===== src/rtl/comparador_pkg.sv =====
// Shared types and constants for the left-to-right bit-serial magnitude comparator.
package comparador_pkg;

    localparam int COMP_N = 16;

    typedef enum logic [1:0] {
        IDLE,
        SCAN,
        DONE
    } state_t;

endpackage


===== src/rtl/comparador_bit.sv =====
// Combinational 1-bit comparison cell: greater-than and not-equal for one bit pair.
module comparador_bit (
    input  logic a,
    input  logic b,
    output logic gt,
    output logic ne
);

    assign gt = a & ~b;
    assign ne = a ^ b;

endmodule


===== src/rtl/comparador_serial_izq_der.sv =====
// Bit-serial unsigned comparator scanning MSB to LSB, reporting A>B and A==B.
// COMPARADOR_EARLY_EXIT_EN: stop at the first differing bit; otherwise latency is always N+1 cycles.
module comparador_serial_izq_der
    import comparador_pkg::*;
#(
    parameter  int N     = COMP_N,
    localparam int IDX_W = $clog2(N)
) (
    input  logic         clk,
    input  logic         rst,
    input  logic         start,
    input  logic [N-1:0] A,
    input  logic [N-1:0] B,
    output logic         busy,
    output logic         done,
    output logic         Z_out,
    output logic         EQ
);

    state_t           state;
    logic [N-1:0]     ra;
    logic [N-1:0]     rb;
    logic [IDX_W-1:0] idx;
    logic             bit_gt;
    logic             bit_ne;

`ifndef COMPARADOR_EARLY_EXIT_EN
    logic             decided;
    logic             decided_gt;
`endif

    comparador_bit u_bit (
        .a  (ra[idx]),
        .b  (rb[idx]),
        .gt (bit_gt),
        .ne (bit_ne)
    );

    always_ff @(posedge clk) begin
        if (rst) begin
            state <= IDLE;
            busy  <= 1'b0;
            done  <= 1'b0;
            Z_out <= 1'b0;
            EQ    <= 1'b0;
            idx   <= '0;
            ra    <= '0;
            rb    <= '0;
`ifndef COMPARADOR_EARLY_EXIT_EN
            decided    <= 1'b0;
            decided_gt <= 1'b0;
`endif
        end else begin
            case (state)
                IDLE: begin
                    if (start) begin
                        ra    <= A;
                        rb    <= B;
                        idx   <= IDX_W'(N - 1);
                        Z_out <= 1'b0;
                        EQ    <= 1'b0;
                        busy  <= 1'b1;
                        done  <= 1'b0;
                        state <= SCAN;
`ifndef COMPARADOR_EARLY_EXIT_EN
                        decided    <= 1'b0;
                        decided_gt <= 1'b0;
`endif
                    end
                end
                SCAN: begin
`ifdef COMPARADOR_EARLY_EXIT_EN
                    if (bit_ne) begin
                        Z_out <= bit_gt;
                        EQ    <= 1'b0;
                        done  <= 1'b1;
                        state <= DONE;
                    end else if (idx == '0) begin
                        Z_out <= 1'b0;
                        EQ    <= 1'b1;
                        done  <= 1'b1;
                        state <= DONE;
                    end else begin
                        idx <= idx - 1'b1;
                    end
`else
                    // Only the first differing bit counts; the walk always reaches bit 0.
                    if (idx == '0) begin
                        done  <= 1'b1;
                        state <= DONE;
                        if (decided) begin
                            Z_out <= decided_gt;
                            EQ    <= 1'b0;
                        end else if (bit_ne) begin
                            Z_out <= bit_gt;
                            EQ    <= 1'b0;
                        end else begin
                            Z_out <= 1'b0;
                            EQ    <= 1'b1;
                        end
                    end else begin
                        if (!decided && bit_ne) begin
                            decided    <= 1'b1;
                            decided_gt <= bit_gt;
                        end
                        idx <= idx - 1'b1;
                    end
`endif
                end
                DONE: begin
                    done  <= 1'b0;
                    busy  <= 1'b0;
                    state <= IDLE;
                end
                default: begin
                    state <= IDLE;
                    busy  <= 1'b0;
                    done  <= 1'b0;
                end
            endcase
        end
    end

endmodule


===== config.mk =====
export PLATFORM = sky130hd
export DESIGN_NAME = comparador_serial_izq_der
export DESIGN_NICKNAME = d
export VERILOG_FILES = /design/src/rtl/comparador_pkg.sv /design/src/rtl/comparador_bit.sv /design/src/rtl/comparador_serial_izq_der.sv
export SDC_FILE = /design/constraint.sdc
export NUM_CORES = 1
export LEC_CHECK = 0
export ABC_CLOCK_PERIOD_IN_PS = 2130
export CAP_MARGIN = 0
export CELL_PAD_IN_SITES_DETAIL_PLACEMENT = 0
export CELL_PAD_IN_SITES_GLOBAL_PLACEMENT = 1
export CORE_ASPECT_RATIO = 0.6
export CORE_MARGIN = 2
export CORE_UTILIZATION = 34
export DETAILED_ROUTE_END_ITERATION = 8
export PLACE_DENSITY = 0.74
export SYNTH_ARGS = -nofsm -noshare
export SYNTH_HDL_FRONTEND = slang
export SYNTH_SLANG_ARGS = --single-unit

===== constraint.sdc =====
create_clock -name clk -period 2.13 [get_ports clk]
set_input_delay 0.213 -clock clk [delete_from_list [all_inputs] [get_ports clk]]
set_output_delay 0.213 -clock clk [all_outputs]
set_load 0.02 [all_outputs]

==> impl_metrics.ini <==
[run_status]
outcome = finished, final reports clean

[critical_path]
critPathLaunchType = flop
cp-startpoint = idx[1]
r2r_end = decided_gt
critPathCapture = decided_gt
path_cells = mux4_2 > nor2_2 > a2111oi_2 > a31oi_1 > ha_1 > nor2_1 > nor2_1 > o21ai_1 > a21oi_1
critPathBufInv = 0
critical_path.max_stage_delay_ns = 0.52
arrival_ns = 2.24
critPathSlowestCell = mux4_2
crit_cells = 9
r2r_slack_ns = 0.06
cp_top_family = multiplexers
path_class = flop to flop
rr_worst_depth = 9
worstPathMaxFanout = 6
r2r_start = idx[1]
worst_setup_path_end_kind = flop
crit_required_ns = 2.30
crit_top_cell = nor2_1

[timing]
rsz0062_at_grt = yes
period_share = 0.972
fin_skew_ns = 0.00663
worst_pin_slew_ns = 0.535
fmax_mhz = 483
postLayoutSetupSlackWorst_ns = 0.0586
setup_viol = 0
slew_headroom = 0.641
drv_slew = 0
layout_min_cycle_time_ns = 2.07
hold_violations = 0

[power_and_ir_drop]
totalPowerFinal_w = 0.00196
leakage_nw = 0.927
power.density_nw_per_um2 = 785
vdd_ir_drop_max_mv = 0.290

[yosys]
yosys_warnings = 0
synthSimpleGateAreaFrac = 0.229
async_reset_ff_frac = 0
synth_flop_cell = dfxtp_1
synthTopCellsByArea = dfxtp_1 (45%), nand2_1 (13%), a21oi_1 (9.9%), mux4_2 (3.5%), mux2i_1 (3.1%)
ys_ff_latch = 43
yosysTopAreaCell = dfxtp_1
synth-edff-count = 0
syn_area_sq_um = 1920
ys_types = 38
synth_compound_area_frac = 0.168
synth_fa_ha_area_frac = 0.0260
avgSynthCellArea_sq_um = 8.48
synth_xor_area_frac = 0
synth_nets = 266
seq_area_frac_synth = 0.447
synth_top_family_by_area = simple AND/OR/NAND/NOR gates
synth_top_area_share = 0.447
synthMuxAreaShare = 0.0800
syn_inst = 227

[cells_and_area]
final_cell_mix = nand2_1 (67), dfxtp_1 (40), a21oi_1 (38), clkdlybuf4s50_1 (38), buf_4 (10)
drive_above_1_share = 0.119
post-route-util = 0.452
antennaDiodeCount = 0
fillers = 582
mostFrequentLayoutCell = nand2_1
finalInstanceArea_sq_um = 2490
nets = 307
syn_to_final_growth_pct = 29.5

[floorplanning]
fp-row-count = 21
die_w_microns = 101
start_util = 0.349
die_h_microns = 62.3
dieArea_sq_um = 6300
ios = 39
coreArea_sq_um = 5520

[drt]
ant_nets = 0
dr.first_iter.drc_count = 77
vias = 1673
first_pass_iters = 4
drc = 0
wirelength_microns = 4520
via_per_inst = 4.96
wl_per_cell_microns = 13.4

[global_route]
use_met3 = 0.0383
grt_use_total = 0.149
overflow = 0
grt_pass1_vias = 1495
grt_start_max_net_pins = 35
grtUsageMet2 = 0.183
grt_most_used_layer = met1
grt_pass1_wl_microns = 7420
antenna_found_initial = 0
gr-usage-met1 = 0.249

[placement]
gp_congestion = 0.874
io_buffers = 38
place_hpwl_microns = 3350
place_area_sq_um = 2390
dp_slack_ns = -0.0762

[cts]
clock_sinks = 43
cts_tree = built
cts_root_buf = clkbuf_8
post-cts-setup-buffers = 0
htreeDepth = 2
clk_latency_ns = 0.29
clk_pin_slew_worst_paths_ns = 0.08
holdBufCountCts = 0
clockBufferDepth = 2
cts_buffers = 5

[run]
cap_violations = 0

[worst_hold_path]
hold_path.class = flop to flop
kinds of logic (layout without fill, tap and decap cells):
kind of cell / Yosys count / after routing
AO/OA/AOI/OAI: 56 / 56
flip-flops: 43 / 43
AND/OR/NAND/NOR: 95 / 95
buffers and inverters: 19 / 60
multiplexers: 10 / 10
adder cells (fa/ha/maj): 4 / 4
how the worst min path moves through the flow:
stage / endpoint / startpoint / cells past startpoint / slack, ns
after global routing: ra[7] / A[7] / 3 / 0.46
final: ra[12] / ra[12] / 2 / 0.45
after detailed placement: ra[12] / ra[12] / 2 / 0.44
after CTS: ra[9] / A[9] / 3 / 0.45
after floorplan: ra[12] / A[12] / 2 / 0.35
after global placement: rb[10] / rb[10] / 2 / 0.45
worst register-to-register path, cell delays in order (launching register included):
cell and delay, ns:
dfxtp_4 0.40, mux4_2 0.52, nor2_2 0.11, a2111oi_2 0.06, a31oi_1 0.25, ha_1 0.30, nor2_1 0.10, nor2_1 0.05
o21ai_1 0.11, a21oi_1 0.07
routing by layer:
metal	vias up	wire length [microns]
met5	-	0
met4	0	8
met3	2	234
met2	40	1710
met1	772	2570
li1	859	-
layout make-up:
| type | count | area [sq um] | area share |
|---|---|---|---|
| multi-input cells | 165 | 977 | 0.392 |
| inverters | 5 | 18.8 | 0.00753 |
| repair buffers | 48 | 455 | 0.183 |
| well taps | 69 | 86.3 | 0.0346 |
| clock inverters | 1 | 5.00 | 0.00201 |
| flip-flops and latches | 43 | 867 | 0.348 |
| clock buffers | 6 | 82.6 | 0.0331 |
metrics by stage:
stage          cells  hold slack, ns  setup TNS [ns]
2_1_floorplan    227           0.349               0
4_1_cts          337           0.455               0
3_3_place_gp     330           0.446         -0.0431
5_1_grt          337           0.463         -0.0538
3_5_place_dp     330           0.444         -0.0984
6_report         337           0.453               0
power breakdown:
group          switching [W]  internal [W]
sequential         0.0000663      0.000875
clock               0.000267      0.000255
combinational       0.000251      0.000243
cells in the mapped netlist, types with 2 or more instances:
cell,instances
mux2i_1,6
buf_2,7
o21ai_1,2
a21oi_1,38
inv_1,4
nand2_1,67
dfxtp_1,43
nor3b_4,2
mux4_2,3
buf_6,2
ha_1,4
nor3_1,2
clkbuf_1,5
a211oi_1,6
nand3_1,3
nor2_1,9
nand2b_1,3
repair_timing:
item	4_1_cts	5_1_grt
pin swaps	0	1
resized for setup	2	5
endpoints found under the setup margin	2	4
gates cloned	0	0
hold endpoints to repair	0	0
state kept, by name, indices dropped and copies added, names as in the netlist:
signal and cells:
decided 1, state 2, busy 1, EQ 1, ra 16, rb 16, Z_out 1, decided_gt 1
idx 4
No activity file was read; power rests on OpenSTA's default activity.
